[config.mk]
export PLATFORM = sky130hd
export DESIGN_NAME = cva6_hpdcache_store_buffer_flat
export DESIGN_NICKNAME = d
export VERILOG_FILES = /design/src/rtl/cva6_hpdcache_store_buffer_if.sv /design/src/rtl/cva6_hpdcache_store_buffer.sv /design/src/flat_wrapper.sv
export SDC_FILE = /design/constraint.sdc
export NUM_CORES = 1
export LEC_CHECK = 0
export ABC_AREA = 1
export ABC_CLOCK_PERIOD_IN_PS = 19700
export BUFFER_PORTS_ARGS = -buffer_cell sky130_fd_sc_hd__buf_2
export CORE_UTILIZATION = 51
export CTS_CLUSTER_DIAMETER = 120
export CTS_CLUSTER_SIZE = 16
export DETAILED_ROUTE_END_ITERATION = 16
export PLACE_DENSITY = 0.72
export SLEW_MARGIN = 10
export SYNTH_ARGS = -nofsm -noshare
export SYNTH_HDL_FRONTEND = slang
export SYNTH_SLANG_ARGS = --single-unit
[constraint.sdc]
create_clock -name clk_i -period 19.7 [get_ports clk_i]
set_input_delay 1.97 -clock clk_i [delete_from_list [all_inputs] [get_ports clk_i]]
set_output_delay 1.97 -clock clk_i [all_outputs]
set_load 0.1 [all_outputs]
[src/rtl/cva6_hpdcache_store_buffer_if.sv]
// ---------------------------------------------------------------------------
// cva6_hpdcache_store_buffer_if
//
// Bundles every handshake/bus signal of the store buffer. Clock and reset
// stay plain module ports.
//
// Signal groups:
//   st_*        store request from the CVA6 store unit (valid/ready)
//   dc_*        head-of-queue store towards the HPDcache adapter (req/gnt)
//   core_amo_*  AMO request (level) / completion pulse on the core side
//   dc_amo_*    AMO request / ack towards the adapter
//   ld_*        load address and byte enables for the overlap check, ld_hit result
//   empty       no buffered store and no AMO in progress (used for fences)
//
// Modports:
//   slave  - the store buffer itself
//   master - the environment (store unit + adapter + load unit)
// ---------------------------------------------------------------------------
interface cva6_hpdcache_store_buffer_if #(
    parameter int unsigned PLEN = 56,
    parameter int unsigned XLEN = 64
);
    logic                  st_valid;
    logic                  st_ready;
    logic [PLEN-1:0]       st_addr;
    logic [XLEN-1:0]       st_wdata;
    logic [XLEN/8-1:0]     st_be;
    logic [1:0]            st_size;

    logic                  dc_req;
    logic                  dc_gnt;
    logic [PLEN-1:0]       dc_addr;
    logic [XLEN-1:0]       dc_wdata;
    logic [XLEN/8-1:0]     dc_be;
    logic [1:0]            dc_size;

    logic                  core_amo_req;
    logic                  core_amo_ack;
    logic                  dc_amo_req;
    logic                  dc_amo_ack;

    logic [PLEN-1:0]       ld_addr;
    logic [XLEN/8-1:0]     ld_be;
    logic                  ld_hit;

    logic                  empty;

    modport slave (
        input  st_valid, st_addr, st_wdata, st_be, st_size,
        output st_ready,
        output dc_req, dc_addr, dc_wdata, dc_be, dc_size,
        input  dc_gnt,
        input  core_amo_req,
        output core_amo_ack,
        output dc_amo_req,
        input  dc_amo_ack,
        input  ld_addr, ld_be,
        output ld_hit,
        output empty
    );

    modport master (
        output st_valid, st_addr, st_wdata, st_be, st_size,
        input  st_ready,
        input  dc_req, dc_addr, dc_wdata, dc_be, dc_size,
        output dc_gnt,
        output core_amo_req,
        input  core_amo_ack,
        input  dc_amo_req,
        output dc_amo_ack,
        output ld_addr, ld_be,
        input  ld_hit,
        input  empty
    );
endinterface

[src/rtl/cva6_hpdcache_store_buffer.sv]
// ---------------------------------------------------------------------------
// cva6_hpdcache_store_buffer
//
// In-order store queue between the CVA6 store unit and the store/AMO port
// of the HPDcache adapter. Committed stores are queued and drained one per
// grant. An AMO waits until every older store has been granted, then is
// issued to the adapter. Loads overlapping a buffered store raise ld_hit so
// the load unit can stall.
//
// Ports:
//   clk_i   clock
//   rst_ni  asynchronous active-low reset
//   bus     cva6_hpdcache_store_buffer_if.slave (store, drain, AMO, load-hazard, empty)
// ---------------------------------------------------------------------------
module cva6_hpdcache_store_buffer #(
    parameter int unsigned DEPTH = 4,
    parameter int unsigned PLEN  = 56,
    parameter int unsigned XLEN  = 64
) (
    input  logic clk_i,
    input  logic rst_ni,
    cva6_hpdcache_store_buffer_if.slave bus
);
    localparam int unsigned BE_W  = XLEN / 8;
    localparam int unsigned PTR_W = $clog2(DEPTH);
    localparam int unsigned CNT_W = $clog2(DEPTH + 1);
    localparam int unsigned OFF_W = $clog2(BE_W);

    typedef enum logic [1:0] {
        IDLE  = 2'd0,
        DRAIN = 2'd1,
        AMO   = 2'd2
    } state_e;

    state_e             state_reg, state_next;
    logic               amo_req_reg;

    logic [PTR_W-1:0]   rd_ptr_reg, wr_ptr_reg;
    logic [CNT_W-1:0]   count_reg, count_next;

    // Entry storage; validity is derived from the pointers and count, so the
    // payload itself needs no reset.
    logic [PLEN-1:0]    addr_mem  [DEPTH];
    logic [XLEN-1:0]    wdata_mem [DEPTH];
    logic [BE_W-1:0]    be_mem    [DEPTH];
    logic [1:0]         size_mem  [DEPTH];

    logic               st_ready;
    logic               empty;
    logic               core_amo_ack;
    logic               dc_req;
    logic               push, pop;
    logic [DEPTH-1:0]   hit_vec;

    // Byte-offset bits of the load address do not take part in the overlap
    // check (the byte enables cover them).
    logic               unused_ld_offset;
    assign unused_ld_offset = ^bus.ld_addr[OFF_W-1:0];

    assign dc_req = (count_reg != '0);
    assign push   = bus.st_valid & st_ready;
    assign pop    = dc_req & bus.dc_gnt;

    // ---------------- FSM: state register ----------------
    always_ff @(posedge clk_i or negedge rst_ni) begin
        if (!rst_ni) begin
            state_reg   <= IDLE;
            amo_req_reg <= 1'b0;
        end else begin
            state_reg   <= state_next;
            // Registered so the adapter sees the request from the first AMO cycle.
            amo_req_reg <= (state_next == AMO);
        end
    end

    // ---------------- FSM: next state ----------------
    always_comb begin
        state_next = state_reg;
        case (state_reg)
            IDLE:    if (bus.core_amo_req)     state_next = DRAIN;
            DRAIN:   if (count_reg == '0)      state_next = AMO;
            AMO:     if (bus.dc_amo_ack)       state_next = IDLE;
            default:                           state_next = IDLE;
        endcase
    end

    // ---------------- FSM: outputs ----------------
    // st_ready looks only at registered state: a pop in the same cycle as a
    // full queue does not open a slot until the next cycle.
    always_comb begin
        st_ready     = (count_reg != CNT_W'(DEPTH)) && (state_reg == IDLE);
        empty        = (count_reg == '0) && (state_reg == IDLE);
        core_amo_ack = bus.dc_amo_ack && (state_reg == AMO);
    end

    // ---------------- FIFO pointers and occupancy ----------------
    always_comb begin
        count_next = count_reg;
        case ({push, pop})
            2'b10:   count_next = count_reg + CNT_W'(1);
            2'b01:   count_next = count_reg - CNT_W'(1);
            default: count_next = count_reg;
        endcase
    end

    always_ff @(posedge clk_i or negedge rst_ni) begin
        if (!rst_ni) begin
            rd_ptr_reg <= '0;
            wr_ptr_reg <= '0;
            count_reg  <= '0;
        end else begin
            if (push) wr_ptr_reg <= wr_ptr_reg + PTR_W'(1);
            if (pop)  rd_ptr_reg <= rd_ptr_reg + PTR_W'(1);
            count_reg <= count_next;
        end
    end

    always_ff @(posedge clk_i) begin
        if (push) begin
            addr_mem[wr_ptr_reg]  <= bus.st_addr;
            wdata_mem[wr_ptr_reg] <= bus.st_wdata;
            be_mem[wr_ptr_reg]    <= bus.st_be;
            size_mem[wr_ptr_reg]  <= bus.st_size;
        end
    end

    // ---------------- Load overlap check ----------------
    // An entry is live when its distance from the read pointer is below the
    // count. Entries leaving this cycle are still live here, so a load never
    // slips past a store that has not yet been written into the cache.
    generate
        for (genvar gi = 0; gi < DEPTH; gi++) begin : g_hit
            logic [PTR_W-1:0] rel;
            logic             live;
            assign rel         = PTR_W'(gi) - rd_ptr_reg;
            assign live        = (CNT_W'(rel) < count_reg);
            assign hit_vec[gi] = live
                              && (addr_mem[gi][PLEN-1:OFF_W] == bus.ld_addr[PLEN-1:OFF_W])
                              && ((be_mem[gi] & bus.ld_be) != '0);
        end
    endgenerate

    // ---------------- Interface outputs ----------------
    assign bus.st_ready     = st_ready;
    assign bus.dc_req       = dc_req;
    assign bus.dc_addr      = addr_mem[rd_ptr_reg];
    assign bus.dc_wdata     = wdata_mem[rd_ptr_reg];
    assign bus.dc_be        = be_mem[rd_ptr_reg];
    assign bus.dc_size      = size_mem[rd_ptr_reg];
    assign bus.dc_amo_req   = amo_req_reg;
    assign bus.core_amo_ack = core_amo_ack;
    assign bus.ld_hit       = |hit_vec;
    assign bus.empty        = empty;

    // A store and an AMO must never be offered to the adapter together.
    a_no_store_amo_overlap: assert property (
        @(posedge clk_i) disable iff (!rst_ni) !(dc_req && amo_req_reg)
    );
endmodule

[src/flat_wrapper.sv]
// flat-port wrapper written by rule: the top's interface ports become plain ports
module cva6_hpdcache_store_buffer_flat 
#(
    parameter int unsigned DEPTH = 4,
    parameter int unsigned PLEN  = 56,
    parameter int unsigned XLEN  = 64
)
  (clk_i, rst_ni, bus_st_valid, bus_st_addr, bus_st_wdata, bus_st_be, bus_st_size, bus_st_ready, bus_dc_req, bus_dc_addr, bus_dc_wdata, bus_dc_be, bus_dc_size, bus_dc_gnt, bus_core_amo_req, bus_core_amo_ack, bus_dc_amo_req, bus_dc_amo_ack, bus_ld_addr, bus_ld_be, bus_ld_hit, bus_empty);
  cva6_hpdcache_store_buffer_if #(.PLEN(PLEN), .XLEN(XLEN)) bus_i ();
  input  logic clk_i;
  input  logic rst_ni;
  input wire logic [$bits(bus_i.st_valid)-1:0] bus_st_valid;
  input wire logic [$bits(bus_i.st_addr)-1:0] bus_st_addr;
  input wire logic [$bits(bus_i.st_wdata)-1:0] bus_st_wdata;
  input wire logic [$bits(bus_i.st_be)-1:0] bus_st_be;
  input wire logic [$bits(bus_i.st_size)-1:0] bus_st_size;
  output wire logic [$bits(bus_i.st_ready)-1:0] bus_st_ready;
  output wire logic [$bits(bus_i.dc_req)-1:0] bus_dc_req;
  output wire logic [$bits(bus_i.dc_addr)-1:0] bus_dc_addr;
  output wire logic [$bits(bus_i.dc_wdata)-1:0] bus_dc_wdata;
  output wire logic [$bits(bus_i.dc_be)-1:0] bus_dc_be;
  output wire logic [$bits(bus_i.dc_size)-1:0] bus_dc_size;
  input wire logic [$bits(bus_i.dc_gnt)-1:0] bus_dc_gnt;
  input wire logic [$bits(bus_i.core_amo_req)-1:0] bus_core_amo_req;
  output wire logic [$bits(bus_i.core_amo_ack)-1:0] bus_core_amo_ack;
  output wire logic [$bits(bus_i.dc_amo_req)-1:0] bus_dc_amo_req;
  input wire logic [$bits(bus_i.dc_amo_ack)-1:0] bus_dc_amo_ack;
  input wire logic [$bits(bus_i.ld_addr)-1:0] bus_ld_addr;
  input wire logic [$bits(bus_i.ld_be)-1:0] bus_ld_be;
  output wire logic [$bits(bus_i.ld_hit)-1:0] bus_ld_hit;
  output wire logic [$bits(bus_i.empty)-1:0] bus_empty;
  assign bus_i.st_valid = bus_st_valid;
  assign bus_i.st_addr = bus_st_addr;
  assign bus_i.st_wdata = bus_st_wdata;
  assign bus_i.st_be = bus_st_be;
  assign bus_i.st_size = bus_st_size;
  assign bus_st_ready = bus_i.st_ready;
  assign bus_dc_req = bus_i.dc_req;
  assign bus_dc_addr = bus_i.dc_addr;
  assign bus_dc_wdata = bus_i.dc_wdata;
  assign bus_dc_be = bus_i.dc_be;
  assign bus_dc_size = bus_i.dc_size;
  assign bus_i.dc_gnt = bus_dc_gnt;
  assign bus_i.core_amo_req = bus_core_amo_req;
  assign bus_core_amo_ack = bus_i.core_amo_ack;
  assign bus_dc_amo_req = bus_i.dc_amo_req;
  assign bus_i.dc_amo_ack = bus_dc_amo_ack;
  assign bus_i.ld_addr = bus_ld_addr;
  assign bus_i.ld_be = bus_ld_be;
  assign bus_ld_hit = bus_i.ld_hit;
  assign bus_empty = bus_i.empty;
  cva6_hpdcache_store_buffer #(.DEPTH(DEPTH), .PLEN(PLEN), .XLEN(XLEN)) u_core (.clk_i(clk_i), .rst_ni(rst_ni), .bus(bus_i));
endmodule
== After elaboration in Yosys (flattened, before gate mapping) ==
Memories as Yosys holds them, arrays and structs flattened.
Index checks and enable logic that the tools add are counted.

* Flip-flop bits (word level): 10
* Bits in latches: 0
* RAM bits: 520
* ROM bits: 0
* Output and inout port bits: 136
* Word-level logic and storage cells: 64
* Memories kept: 4

* Add/subtract/negate cells: 8
* $mul: 0
* Div/mod/pow operators: 0
* $lt $le $gt $ge: 4
* Equal/unequal tests: 10
* Shift-type cells: 0
* Muxes and demuxes: 7
* Bitwise gates (word level): 6
* Reductions and logical operators: 20

{| class="wikitable"
|+ Memories
! memory !! words !! bits a word !! rd ports !! clocked after memory_dff !! write ports !! RTL line !! text
|-
| u_core.wdata_mem || 4 || 64 || 1 || 0 || 1 || cva6_hpdcache_store_buffer.sv:44 || <nowiki>logic [XLEN-1:0] wdata_mem [DEPTH];</nowiki>
|-
| u_core.addr_mem || 4 || 56 || 5 || 0 || 1 || cva6_hpdcache_store_buffer.sv:43 || <nowiki>logic [PLEN-1:0] addr_mem [DEPTH];</nowiki>
|-
| u_core.be_mem || 4 || 8 || 5 || 0 || 1 || cva6_hpdcache_store_buffer.sv:45 || <nowiki>logic [BE_W-1:0] be_mem [DEPTH];</nowiki>
|-
| u_core.size_mem || 4 || 2 || 1 || 0 || 1 || cva6_hpdcache_store_buffer.sv:46 || <nowiki>logic [1:0] size_mem [DEPTH];</nowiki>
|}

{| class="wikitable"
|+ Operator list
! cell !! count
|-
| equality test 53 bit || 4
|-
| AND 8 bit || 4
|-
| nonzero test 8 bit || 4
|-
| < comparator 2 x 3 -> 1 bit || 4
|-
| logical AND 1 bit || 11
|-
| equality test 2 bit, second input constant || 3
|-
| 2-to-1 mux 2 bit || 3
|-
| one-hot mux 2 bit (3 select lines) || 1
|-
| one-hot mux 3 bit (2 select lines) || 1
|-
| adder 2 x 1 -> 2 bit, second input constant || 2
|-
| equality test 2 x 1 -> 1 bit, second input constant || 2
|-
| OR reduction 4 bit || 1
|-
| subtractor 1 x 2 -> 2 bit, first input constant || 2
|-
| subtractor 2 bit, first input constant || 2
|-
| adder 3 x 1 -> 3 bit, second input constant || 1
|-
| zero test 3 bit || 1
|-
| inequality test 3 bit, second input constant || 1
|-
| nonzero test 3 bit || 1
|-
| subtractor 3 x 1 -> 3 bit, second input constant || 1
|-
| AND 1 bit || 2
|-
| zero test 2 bit || 1
|-
| 2-to-1 mux 1 bit || 2
|-
| nonzero test 2 bit || 1
|}

== Longest topological paths before layout ==
Gate-level depths: netlist (run 1).

* Word-level depth: 5
* Mapped depth: 16
* Mapped depth without buffers: 14

== Worst setup path after synthesis (run 1) ==
OpenSTA, ideal clock, no wires.

* Kind: register to register
* Start: reg u_core.count_reg[1]
* End: mem u_core.addr_mem[0][0], enable pin
* Setup time: 620 ps
* Arrival time: 8,078 ps
* Required time: 19,080 ps
* Setup slack: 11,002 ps
* Stages on the path, launching flop included: 5
* Path buffers: 0
* Cells stage by stage: dfrtp_1 > inv_1 > a31oi_1 > nand2_2 > nor2_1

* Cells in the longest elaborated chain, start to end: 5

{| class="wikitable"
|+ RTL lines
! what !! RTL line !! text
|-
| start: declaration || cva6_hpdcache_store_buffer.sv:39 || <nowiki>logic [CNT_W-1:0] count_reg, count_next;</nowiki>
|-
| start signal: assignment || cva6_hpdcache_store_buffer.sv:114 || <nowiki>count_reg <= count_next;</nowiki>
|-
| inequality test 3 bit || cva6_hpdcache_store_buffer.sv:91 || <nowiki>st_ready = (count_reg != CNT_W'(DEPTH)) && (state_reg == IDLE);</nowiki>
|-
| logical AND 1 bit || cva6_hpdcache_store_buffer.sv:91 ||
|-
| net bus_st_ready || flat_wrapper.sv:17 || <nowiki>output wire logic [$bits(bus_i.st_ready)-1:0] bus_st_ready;</nowiki>
|-
| AND 1 bit || cva6_hpdcache_store_buffer.sv:61 || <nowiki>assign push = bus.st_valid & st_ready;</nowiki>
|-
| 2-to-1 mux 1 bit || cva6_hpdcache_store_buffer.sv:119 || <nowiki>if (push) begin</nowiki>
|-
| 2-to-1 mux 1 bit (implied by the code) || cva6_hpdcache_store_buffer.sv:120 || <nowiki>addr_mem[wr_ptr_reg] <= bus.st_addr;</nowiki>
|-
| end: declaration || cva6_hpdcache_store_buffer.sv:43 ||
|}

The timed path passes the listed nets, and every way through them passes these cells.

== Final worst setup path (run 1) ==
* Start: reg u_core.rd_ptr_reg[0]
* End: out bus_dc_addr[47]

* Cells in the longest elaborated chain, start to end: 1

{| class="wikitable"
|+ RTL lines
! what !! RTL line !! text
|-
| start: declaration || cva6_hpdcache_store_buffer.sv:38 || <nowiki>logic [PTR_W-1:0] rd_ptr_reg, wr_ptr_reg;</nowiki>
|-
| start signal: assignment || cva6_hpdcache_store_buffer.sv:113 || <nowiki>if (pop) rd_ptr_reg <= rd_ptr_reg + PTR_W'(1);</nowiki>
|-
| memory read (4 x 56 bit) || - ||
|-
| end: declaration || flat_wrapper.sv:19 || <nowiki>output wire logic [$bits(bus_i.dc_addr)-1:0] bus_dc_addr;</nowiki>
|}

No other way between the ends.

==> summary.txt, run 1 <==
Finish
  • Largest regs: u_core.wdata_mem (256), u_core.addr_mem (224), u_core.be_mem (32)
  • Fin area: 26,700 um^2
  • Max reg flops: 256
  • Largest register by flop count: u_core.wdata_mem
  • NumNets Final: 2,712
  • Syn-to-layout area delta: 14.2%
  • Layout cells sized above 1: 16.8%

Floorplanning
  • Top-Level Pins: 336
  • Site Rows: 78
  • Die H: 216 um
  • Die X: 216 um
  • Starting Density: 51.7%
  • CORE AREA: 45,300 um^2
  • Overall die area: 46,800 um^2

Synth
  • Synthesized net count: 2,395
  • Primary FF master, synth: edfxtp_1
  • Largest family of logic cells by synthesized area: simple AND/OR/NAND/NOR gates
  • Synthesized instance count: 2,185
  • Post-Synth XOR/XNOR Area: 1.38%
  • Yosys reg bits: 530
  • Post-Syn Area: 23,400 um^2
  • EDFF count, synth: 520
  • Syn avg cell area: 10.7 um^2
  • Unique cell type count in the Yosys netlist: 30
  • Most frequent cells after synthesis: nand2_1 (751), edfxtp_1 (520), inv_1 (230), nand3_1 (182), nor2_1 (151)
  • Simple-gate share of the synthesized area: 18.5%
  • Yosys warnings: 0
  • Top cell type's share of synthesized area: 66.7%
  • Top-count cell post-synth: nand2_1
  • Synth Area in Adders: 0.567%
  • Post-synthesis compound-gate area fraction: 6.25%
  • Mux cell area share after synthesis: 0%
  • Sequential area share after synthesis: 67.8%
  • Post-synth ARST share: 1.89%
  • Post-synth top area cell: edfxtp_1
  • Top cells by area, synth: edfxtp_1 (67%), nand2_1 (12%), a22oi_1 (4.1%)

Route
  • Highest routed layer: met5
  • DR WL/cell: 20.1 um
  • ANT nets after route: 0
  • Routed wl met2: 30,800 um
  • DRT iter0 DRCs: 1,544
  • Final wirelength: 62,700 um
  • Vias/cell: 5.48
  • WL met1: 24,100 um
  • Via count: 17,100
  • DRC violations left: 0
  • Metal3 WL: 5970 um
  • DR pass1 iterations: 6

STA
  • Slew margin rel.: 20.3%
  • Setup violations, final: 0
  • Period utilisation layout: 31.1%
  • Post-route setup slack: 13,570 ps
  • Max Slew Vio Count: 0
  • Period minus WS final: 6130 ps
  • Tightest Pin Transition: 1190 ps
  • RSZ-0062 raised after global routing: false
  • Hold Vio Cnt, Final: 0
  • Fin Setup TNS: 0 ps
  • Final setup skew: 27.1 ps
  • Fmax achieved: 0.163 GHz

Min path
  • Worst min path class: flop to flop
  • Hold Path Depth: 2

Flow run
  • # Max-Cap Violations: 0

Placed design
  • Hpwl dp: 40,800 um
  • Placer congestion estimate: 0.981
  • Place WS: 14,080 ps
  • IO buf count: 332
  • Placed Area: 25,600 um^2

Critical path
  • Crit path kind: flop to primary output
  • R2R depth: 6
  • Crit start category: flop
  • Critical Path RT: 17,730 ps
  • Setup crit end kind: primary output
  • Crit path max fanout: 72
  • Critical path arrival: 4160 ps

Global route
  • Gr usage total: 26.3%
  • Initial antenna violation count: 19
  • First-pass GRT wire length: 93,100 um
  • Total global routing overflow: 0
  • Largest net degree at the start of global routing: 73
  • Vias in the first global route: 16,500

Clock network
  • # clock sinks: 530
  • Longest Clk Path Bufs: 3
  • Root buffer cell: clkbuf_16
  • Setup bufs post-CTS: 0
  • H-tree levels: 2
  • CTS Hold Bufs: 0
  • CTS buffer count: 39
  • CTS tree: built
  • Worst-skew pair later-pin latency: 560 ps
  • CTS clk-pin slew, worst paths: 70 ps
  • Resize count post-CTS: 0

Outcome
  • Run status: completed
-- per-layer routing --
layer / up-vias / global-route usage, %
met5: - / 0
met4: 22 / 8.47
met3: 137 / 7.20
met2: 747 / 44.7
met1: 8183 / 32.6
li1: 8039 / -
-- stage by stage --
step	hold WS [ps]	cells	util, %
after global routing	575	3115	59.0
after detailed placement	530	3061	56.6
final	542	3124	59.0
after global placement	489	3061	56.6
after floorplan	472	2185	-
after CTS	548	3111	58.9
-- cell families after synthesis --
kind of cell / count (synthesis)
xor+xnor: 37
flops: 530
simple gates: 1090
compound gates: 195
fa+ha+maj: 10
buf+inv: 323
-- path summary, 6_finish.rpt --
path / startpoint / end / slack, ps
min reg2reg: u_core.count_reg[1] / u_core.count_reg[1] / 540
min: u_core.count_reg[1] / u_core.count_reg[1] / 540
max in group asynchronous: rst_ni / u_core.rd_ptr_reg[0] / 18220
max: u_core.rd_ptr_reg[0] / bus_dc_addr[47] / 13570
min in group asynchronous: rst_ni / u_core.bus.dc_amo_req / 1260
max reg2reg: u_core.state_reg[1] / u_core.wdata_mem[0][55] / 16460
-- area by class of cell --
type	instances	area [um^2]
fill	3706	18600
tap	600	751
inverter	251	942
clock buffer	46	1000
timing repair buffer	348	1780
clock inverter	4	42.5
sequential	530	15900
multi-input combinational	1332	6300
antenna	13	32.5
-- critical path, stage by stage, from the launching register on --
cell	delay, ps
dfrtp_4	710
buf_4	810
nor2_4	310
inv_2	950
o221ai_1	370
buf_2	400
-- cell usage in the layout (no fill, tap or decap), types with 7 or more instances in the layout --
cell       instances
ha_1               9
nand2_1          751
nand3_1          182
clkbuf_1           7
edfxtp_1         520
o221ai_1          37
nor2_4             7
xor2_1            18
xnor2_1           19
o211ai_1           8
dfrtp_1            8
clkbuf_16         39
a22oi_1          129
diode_2           13
a21oi_1            7
inv_1            230
buf_4             16
inv_2             21
nor2_1           147
buf_2            332
o21ai_0            9
Power of run 1 is left out: the tool's default activity adds up to more than one toggle a clock period on the data nets, which glitch-free logic cannot reach.
==> inputs of run 2 (changes only) <==
--- a/config.mk
+++ b/config.mk
@@ -5,14 +5,14 @@
 export SDC_FILE = /design/constraint.sdc
 export NUM_CORES = 1
 export LEC_CHECK = 0
-export ABC_AREA = 1
-export ABC_CLOCK_PERIOD_IN_PS = 19700
+export ABC_AREA = 0
+export ABC_CLOCK_PERIOD_IN_PS = 6400
 export BUFFER_PORTS_ARGS = -buffer_cell sky130_fd_sc_hd__buf_2
 export CORE_UTILIZATION = 51
 export CTS_CLUSTER_DIAMETER = 120
 export CTS_CLUSTER_SIZE = 16
 export DETAILED_ROUTE_END_ITERATION = 16
-export PLACE_DENSITY = 0.72
+export PLACE_DENSITY = 0.73
 export SLEW_MARGIN = 10
 export SYNTH_ARGS = -nofsm -noshare
 export SYNTH_HDL_FRONTEND = slang
==> constraint.sdc (replaced) <==
create_clock -name clk_i -period 6.4 [get_ports clk_i]
set_input_delay 0.64 -clock clk_i [delete_from_list [all_inputs] [get_ports clk_i]]
set_output_delay 0.64 -clock clk_i [all_outputs]
set_load 0.1 [all_outputs]
==> summary.txt, run 2 <==
Route
  • DR WL/cell: 26.9 um
  • DRC violations left: 0
  • Via count: 11,600
  • ANT nets after route: 0
  • Vias/cell: 5.88
  • DR pass1 iterations: 5
  • DRT iter0 DRCs: 999
  • Final wirelength: 52,900 um

Finish
  • Commonest non-fill, non-tap cell in the layout: edfxtp_1
  • Largest regs: u_core.wdata_mem (256), u_core.addr_mem (224), u_core.be_mem (32)
  • Syn-to-layout area delta: 15.2%
  • Final core utilization: 59.9%
  • NumNets Final: 1,618
  • Fillers: 3,101
  • Largest register by flop count: u_core.wdata_mem
  • Max reg flops: 256
  • Commonest cells after routing, fill and taps aside: edfxtp_1 (520), buf_2 (332), mux4_2 (130)
  • Fin area: 25,300 um^2
  • Layout cells sized above 1: 37.6%

STA
  • Fin Setup TNS: 0 ps
  • Final setup skew: 22.5 ps
  • RSZ-0062 raised after global routing: false
  • Fmax achieved: 0.256 GHz
  • Period utilisation layout: 61.1%
  • Slew margin rel.: 29.5%
  • Setup violations, final: 0
  • Tightest Pin Transition: 1060 ps
  • Max Slew Vio Count: 0
  • Post-route setup slack: 2490 ps
  • Hold Vio Cnt, Final: 0
  • Period minus WS final: 3910 ps

Floorplanning
  • Die H: 210 um
  • Die X: 210 um
  • Starting Density: 52.0%
  • Site Rows: 75
  • CORE AREA: 42,200 um^2
  • Top-Level Pins: 336
  • Overall die area: 43,900 um^2

Synth
  • Syn avg cell area: 20.5 um^2
  • Synthesized net count: 1,282
  • Sequential area share after synthesis: 72.2%
  • Primary FF master, synth: edfxtp_1
  • Post-synth ARST share: 1.89%
  • Top cells by area, synth: edfxtp_1 (71%), mux4_2 (13%), xnor2_1 (4.4%)
  • Top-count cell post-synth: edfxtp_1
  • Post-Syn Area: 22,000 um^2
  • Most frequent cells after synthesis: edfxtp_1 (520), mux4_2 (130), xnor2_1 (110), xor2_1 (104), nand4_1 (34)
  • Unique cell type count in the Yosys netlist: 36
  • EDFF count, synth: 520
  • Yosys warnings: 0
  • Post-synth top area cell: edfxtp_1
  • Yosys reg bits: 530
  • Synthesized instance count: 1,072
  • Top cell type's share of synthesized area: 71.1%

Min path
  • Worst min path class: input port to flop

Placed design
  • Placed Area: 24,200 um^2
  • Hpwl dp: 36,400 um
  • Placer congestion estimate: 0.916
  • IO buf count: 332
  • Place WS: 2720 ps

Global route
  • Initial antenna violation count: 20
  • Total global routing overflow: 0
  • Largest net degree at the start of global routing: 75
  • Gr usage total: 24.2%
  • First-pass GRT wire length: 76,300 um
  • Vias in the first global route: 12,000

Clock network
  • CTS Hold Bufs: 1
  • # clock sinks: 530
  • Root buffer cell: clkbuf_16
  • Resize count post-CTS: 0
  • H-tree levels: 2
  • CTS tree: built
  • Setup bufs post-CTS: 0
  • CTS buffer count: 39
  • Longest Clk Path Bufs: 3
  • Worst-skew pair later-pin latency: 580 ps
  • CTS clk-pin slew, worst paths: 70 ps

Critical path
  • Crit start category: flop
  • Critical path arrival: 3270 ps
  • Setup crit end kind: primary output
  • Crit path max fanout: 2
  • Critical Path RT: 5760 ps
  • Crit path kind: flop to primary output

Flow run
  • # Max-Cap Violations: 0

Outcome
  • Run status: completed
run 2: metrics by stage:
stage               hold slack (ps)  cells
floorplan                       344   1072
global placement                492   1905
detailed placement              509   1905
CTS                             245   1954
global route                    261   1959
finish                          276   1966
run 2: layer usage:
| layer | track usage, % | up-vias | share of wire, % |
|---|---|---|---|
| met2 | 38.2 | 487 | 48 |
| li1 | - | 5014 | - |
| met4 | 8.96 | 24 | 3.0 |
| met3 | 8.07 | 99 | 10 |
| met1 | 31.6 | 5928 | 39 |
| met5 | 0 | - | 0.31 |
run 2: path summary, 6_finish.rpt:
check	startpoint	endpoint	slack, ps	cells past startpoint
worst max-delay path	u_core.addr_mem[1][41]	bus_ld_hit	2490	7
worst min-delay path	bus_st_addr[21]	u_core.addr_mem[1][21]	280	1
worst max register to register	u_core.count_reg[0]	u_core.wdata_mem[0][47]	3230	4
worst min register to register	u_core.count_reg[1]	u_core.count_reg[1]	530	2
max in group asynchronous	rst_ni	u_core.rd_ptr_reg[0]	5730	2
min in group asynchronous	rst_ni	u_core.rd_ptr_reg[1]	460	2
run 2: cells by family after synthesis:
kind of cell	synth area share, %
simple gates	2.55
buf+inv	1.34
mux	13.3
compound gates	1.08
flops	72.2
fa+ha+maj	0.604
xor+xnor	8.90
run 2: final cells by class:
type / instances / area [um^2] / area share [%]
Sequential cell: 530 / 15900 / 62.7
Multi-Input combinational cell: 482 / 5830 / 23.0
Timing Repair Buffer: 345 / 1770 / 7.01
Clock buffer: 46 / 1040 / 4.13
Tap cell: 539 / 674 / 2.67
Inverter: 10 / 37.5 / 0.148
Clock inverter: 2 / 36.3 / 0.143
Antenna cell: 12 / 30.0 / 0.119
run 2: critical path, cell delays in order (launching register included):
cell and delay, ps:
edfxtp_1 400, xnor2_1 400, nand4_1 260, nor4_1 380, nand4_1 230, or4_1 440
nand4_1 110, buf_2 460
Power of run 2 is left out for the same reason.
==> inputs of run 3 (changes only) <==
--- a/config.mk
+++ b/config.mk
@@ -6,13 +6,13 @@
 export NUM_CORES = 1
 export LEC_CHECK = 0
 export ABC_AREA = 0
-export ABC_CLOCK_PERIOD_IN_PS = 6400
+export ABC_CLOCK_PERIOD_IN_PS = 3300
 export BUFFER_PORTS_ARGS = -buffer_cell sky130_fd_sc_hd__buf_2
 export CORE_UTILIZATION = 51
 export CTS_CLUSTER_DIAMETER = 120
 export CTS_CLUSTER_SIZE = 16
 export DETAILED_ROUTE_END_ITERATION = 16
-export PLACE_DENSITY = 0.73
+export PLACE_DENSITY = 0.76
 export SLEW_MARGIN = 10
 export SYNTH_ARGS = -nofsm -noshare
 export SYNTH_HDL_FRONTEND = slang
==> constraint.sdc (replaced) <==
create_clock -name clk_i -period 3.3 [get_ports clk_i]
set_input_delay 0.33 -clock clk_i [delete_from_list [all_inputs] [get_ports clk_i]]
set_output_delay 0.33 -clock clk_i [all_outputs]
set_load 0.1 [all_outputs]
==> summary.txt, run 3 (synthesis results as in run 2) <==
Outcome
  • Run status: completed

Critical path
  • Critical path arrival: 2900 ps
  • R2R depth: 4
  • RR Endpoint: u_core.wdata_mem[0][62]
  • CP endpoint: bus_ld_hit
  • Reg-to-reg slack, setup: 860 ps
  • Crit path kind: flop to primary output
  • Critical Path RT: 2970 ps
  • Crit start category: flop
  • Reg2reg start: u_core.count_reg[0]
  • Setup crit end kind: primary output
  • Crit path max fanout: 2
  • Crit path from: u_core.addr_mem[1][32]

Finish
  • Largest register by flop count: u_core.wdata_mem
  • Syn-to-layout area delta: 23.1%
  • Layout cells sized above 1: 35.9%
  • Commonest non-fill, non-tap cell in the layout: edfxtp_1
  • Fillers: 2,823
  • Max reg flops: 256
  • Largest regs: u_core.wdata_mem (256), u_core.addr_mem (224), u_core.be_mem (32)
  • NumNets Final: 1,771
  • Commonest cells after routing, fill and taps aside: edfxtp_1 (520), buf_2 (331), dlygate4sd3_1 (132)

Route
  • DR pass1 iterations: 5
  • Vias/cell: 5.88
  • DRT iter0 DRCs: 1,160
  • DRC violations left: 0
  • Final wirelength: 57,400 um
  • ANT nets after route: 0
  • Via count: 12,500
  • DR WL/cell: 27.1 um

Floorplanning
  • Die X: 210 um
  • Overall die area: 43,900 um^2
  • Die H: 210 um
  • Site Rows: 75
  • Starting Density: 52.0%
  • Top-Level Pins: 336
  • CORE AREA: 42,200 um^2

Clock network
  • CTS clk-pin slew, worst paths: 70 ps
  • # clock sinks: 530
  • Worst-skew pair later-pin latency: 590 ps
  • Longest Clk Path Bufs: 3
  • CTS buffer count: 39
  • CTS tree: built
  • Root buffer cell: clkbuf_16
  • H-tree levels: 2

Min path
  • Worst min path class: input port to flop

Placed design
  • Placer congestion estimate: 0.918
  • IO buf count: 332
  • Hpwl dp: 39,200 um

STA
  • Period minus WS final: 3230 ps
  • Period utilisation layout: 97.9%
  • Fmax achieved: 0.310 GHz
  • Tightest Pin Transition: 714 ps
  • Setup violations, final: 0
  • Max Slew Vio Count: 0
  • Slew margin rel.: 52.4%
  • RSZ-0062 raised after global routing: true
  • Final setup skew: 20.6 ps
  • Fin Setup TNS: 0 ps
  • Hold Vio Cnt, Final: 0

Power and ir drop
  • Peak VDD IR: 746 uV
  • PwrDens: 967 nW/um^2
  • LEAKAGE: 9.26 nW
  • PnR Total Power: 26.2 mW

Global route
  • Total global routing overflow: 0
  • Gr usage total: 26.4%
  • First-pass GRT wire length: 83,400 um
  • Vias in the first global route: 13,100
  • Initial antenna violation count: 17
  • Largest net degree at the start of global routing: 69

Flow run
  • # Max-Cap Violations: 0
-- run 3: per-stage QoR --
stage	setup slack (ps)	utilization, %	instances	hold slack, ps	cell area, um^2
2_1_floorplan	-508	-	1072	34.4	22000
3_5_place_dp	440	58.2	1926	207	24600
3_3_place_gp	446	58.2	1926	201	24600
4_1_cts	4.40	63.9	2106	0.485	27000
6_report	69.1	64.1	2120	17.5	27100
5_1_grt	-13.9	64.0	2113	66.2	27000
-- run 3: layout make-up --
type | instances | area, um^2 | area share [%]
antenna | 13 | 32.5 | 0.120
clock buffer | 44 | 995 | 3.68
clock inverter | 4 | 71.3 | 0.264
inverter | 10 | 37.5 | 0.139
multi-input combinational | 482 | 5920 | 21.9
sequential | 530 | 15900 | 58.7
tap | 539 | 674 | 2.49
timing repair buffer | 498 | 3450 | 12.8
-- run 3: per-layer routing --
metal	vias to the layer above	GRT usage [%]	share of wire, %
met2	681	44.2	50
met3	104	8.07	10
li1	5328	-	-
met5	-	0	0.15
met4	14	9.14	2.9
met1	6334	32.6	37
-- run 3: how the worst min path moves through the flow --
stage	startpoint	endpoint	slack, ps	cells past startpoint
2_1_floorplan	rst_ni	u_core.bus.dc_amo_req	30	0
3_3_place_gp	rst_ni	u_core.state_reg[0]	200	1
3_5_place_dp	rst_ni	u_core.bus.dc_amo_req	210	1
4_1_cts	bus_core_amo_req	u_core.state_reg[0]	0.5	3
5_1_grt	bus_core_amo_req	u_core.state_reg[0]	70	3
6_report	bus_core_amo_req	u_core.state_reg[0]	20	3
-- run 3: critical path: stages (launching register included) --
cell and delay, ps:
edfxtp_1 480, xnor2_4 280, nand4_1 200, nor4_4 360, nand4_1 150, or4_1 420
nand4_1 230, buf_12 210
-- run 3: where the power goes --
group / internal (mW) / switching (mW) / leakage, nW / total [mW]
sequential: 8.19 / 0.421 / 4.82 / 8.61
combinational: 2.92 / 10.3 / 3.92 / 13.2
clock: 2.16 / 2.23 / 0.517 / 4.39
-- run 3: repair_timing --
item / 4_1_cts / 5_1_grt
hold endpoints to repair: 532 / 0
gates resized for setup: 3 / 6
pin swaps: 0 / 1
hold buffers: 132 / 0
buffers inserted: 0 / 1
endpoints found under the setup margin: 1 / 1
(Power assumes the default switching activity.)
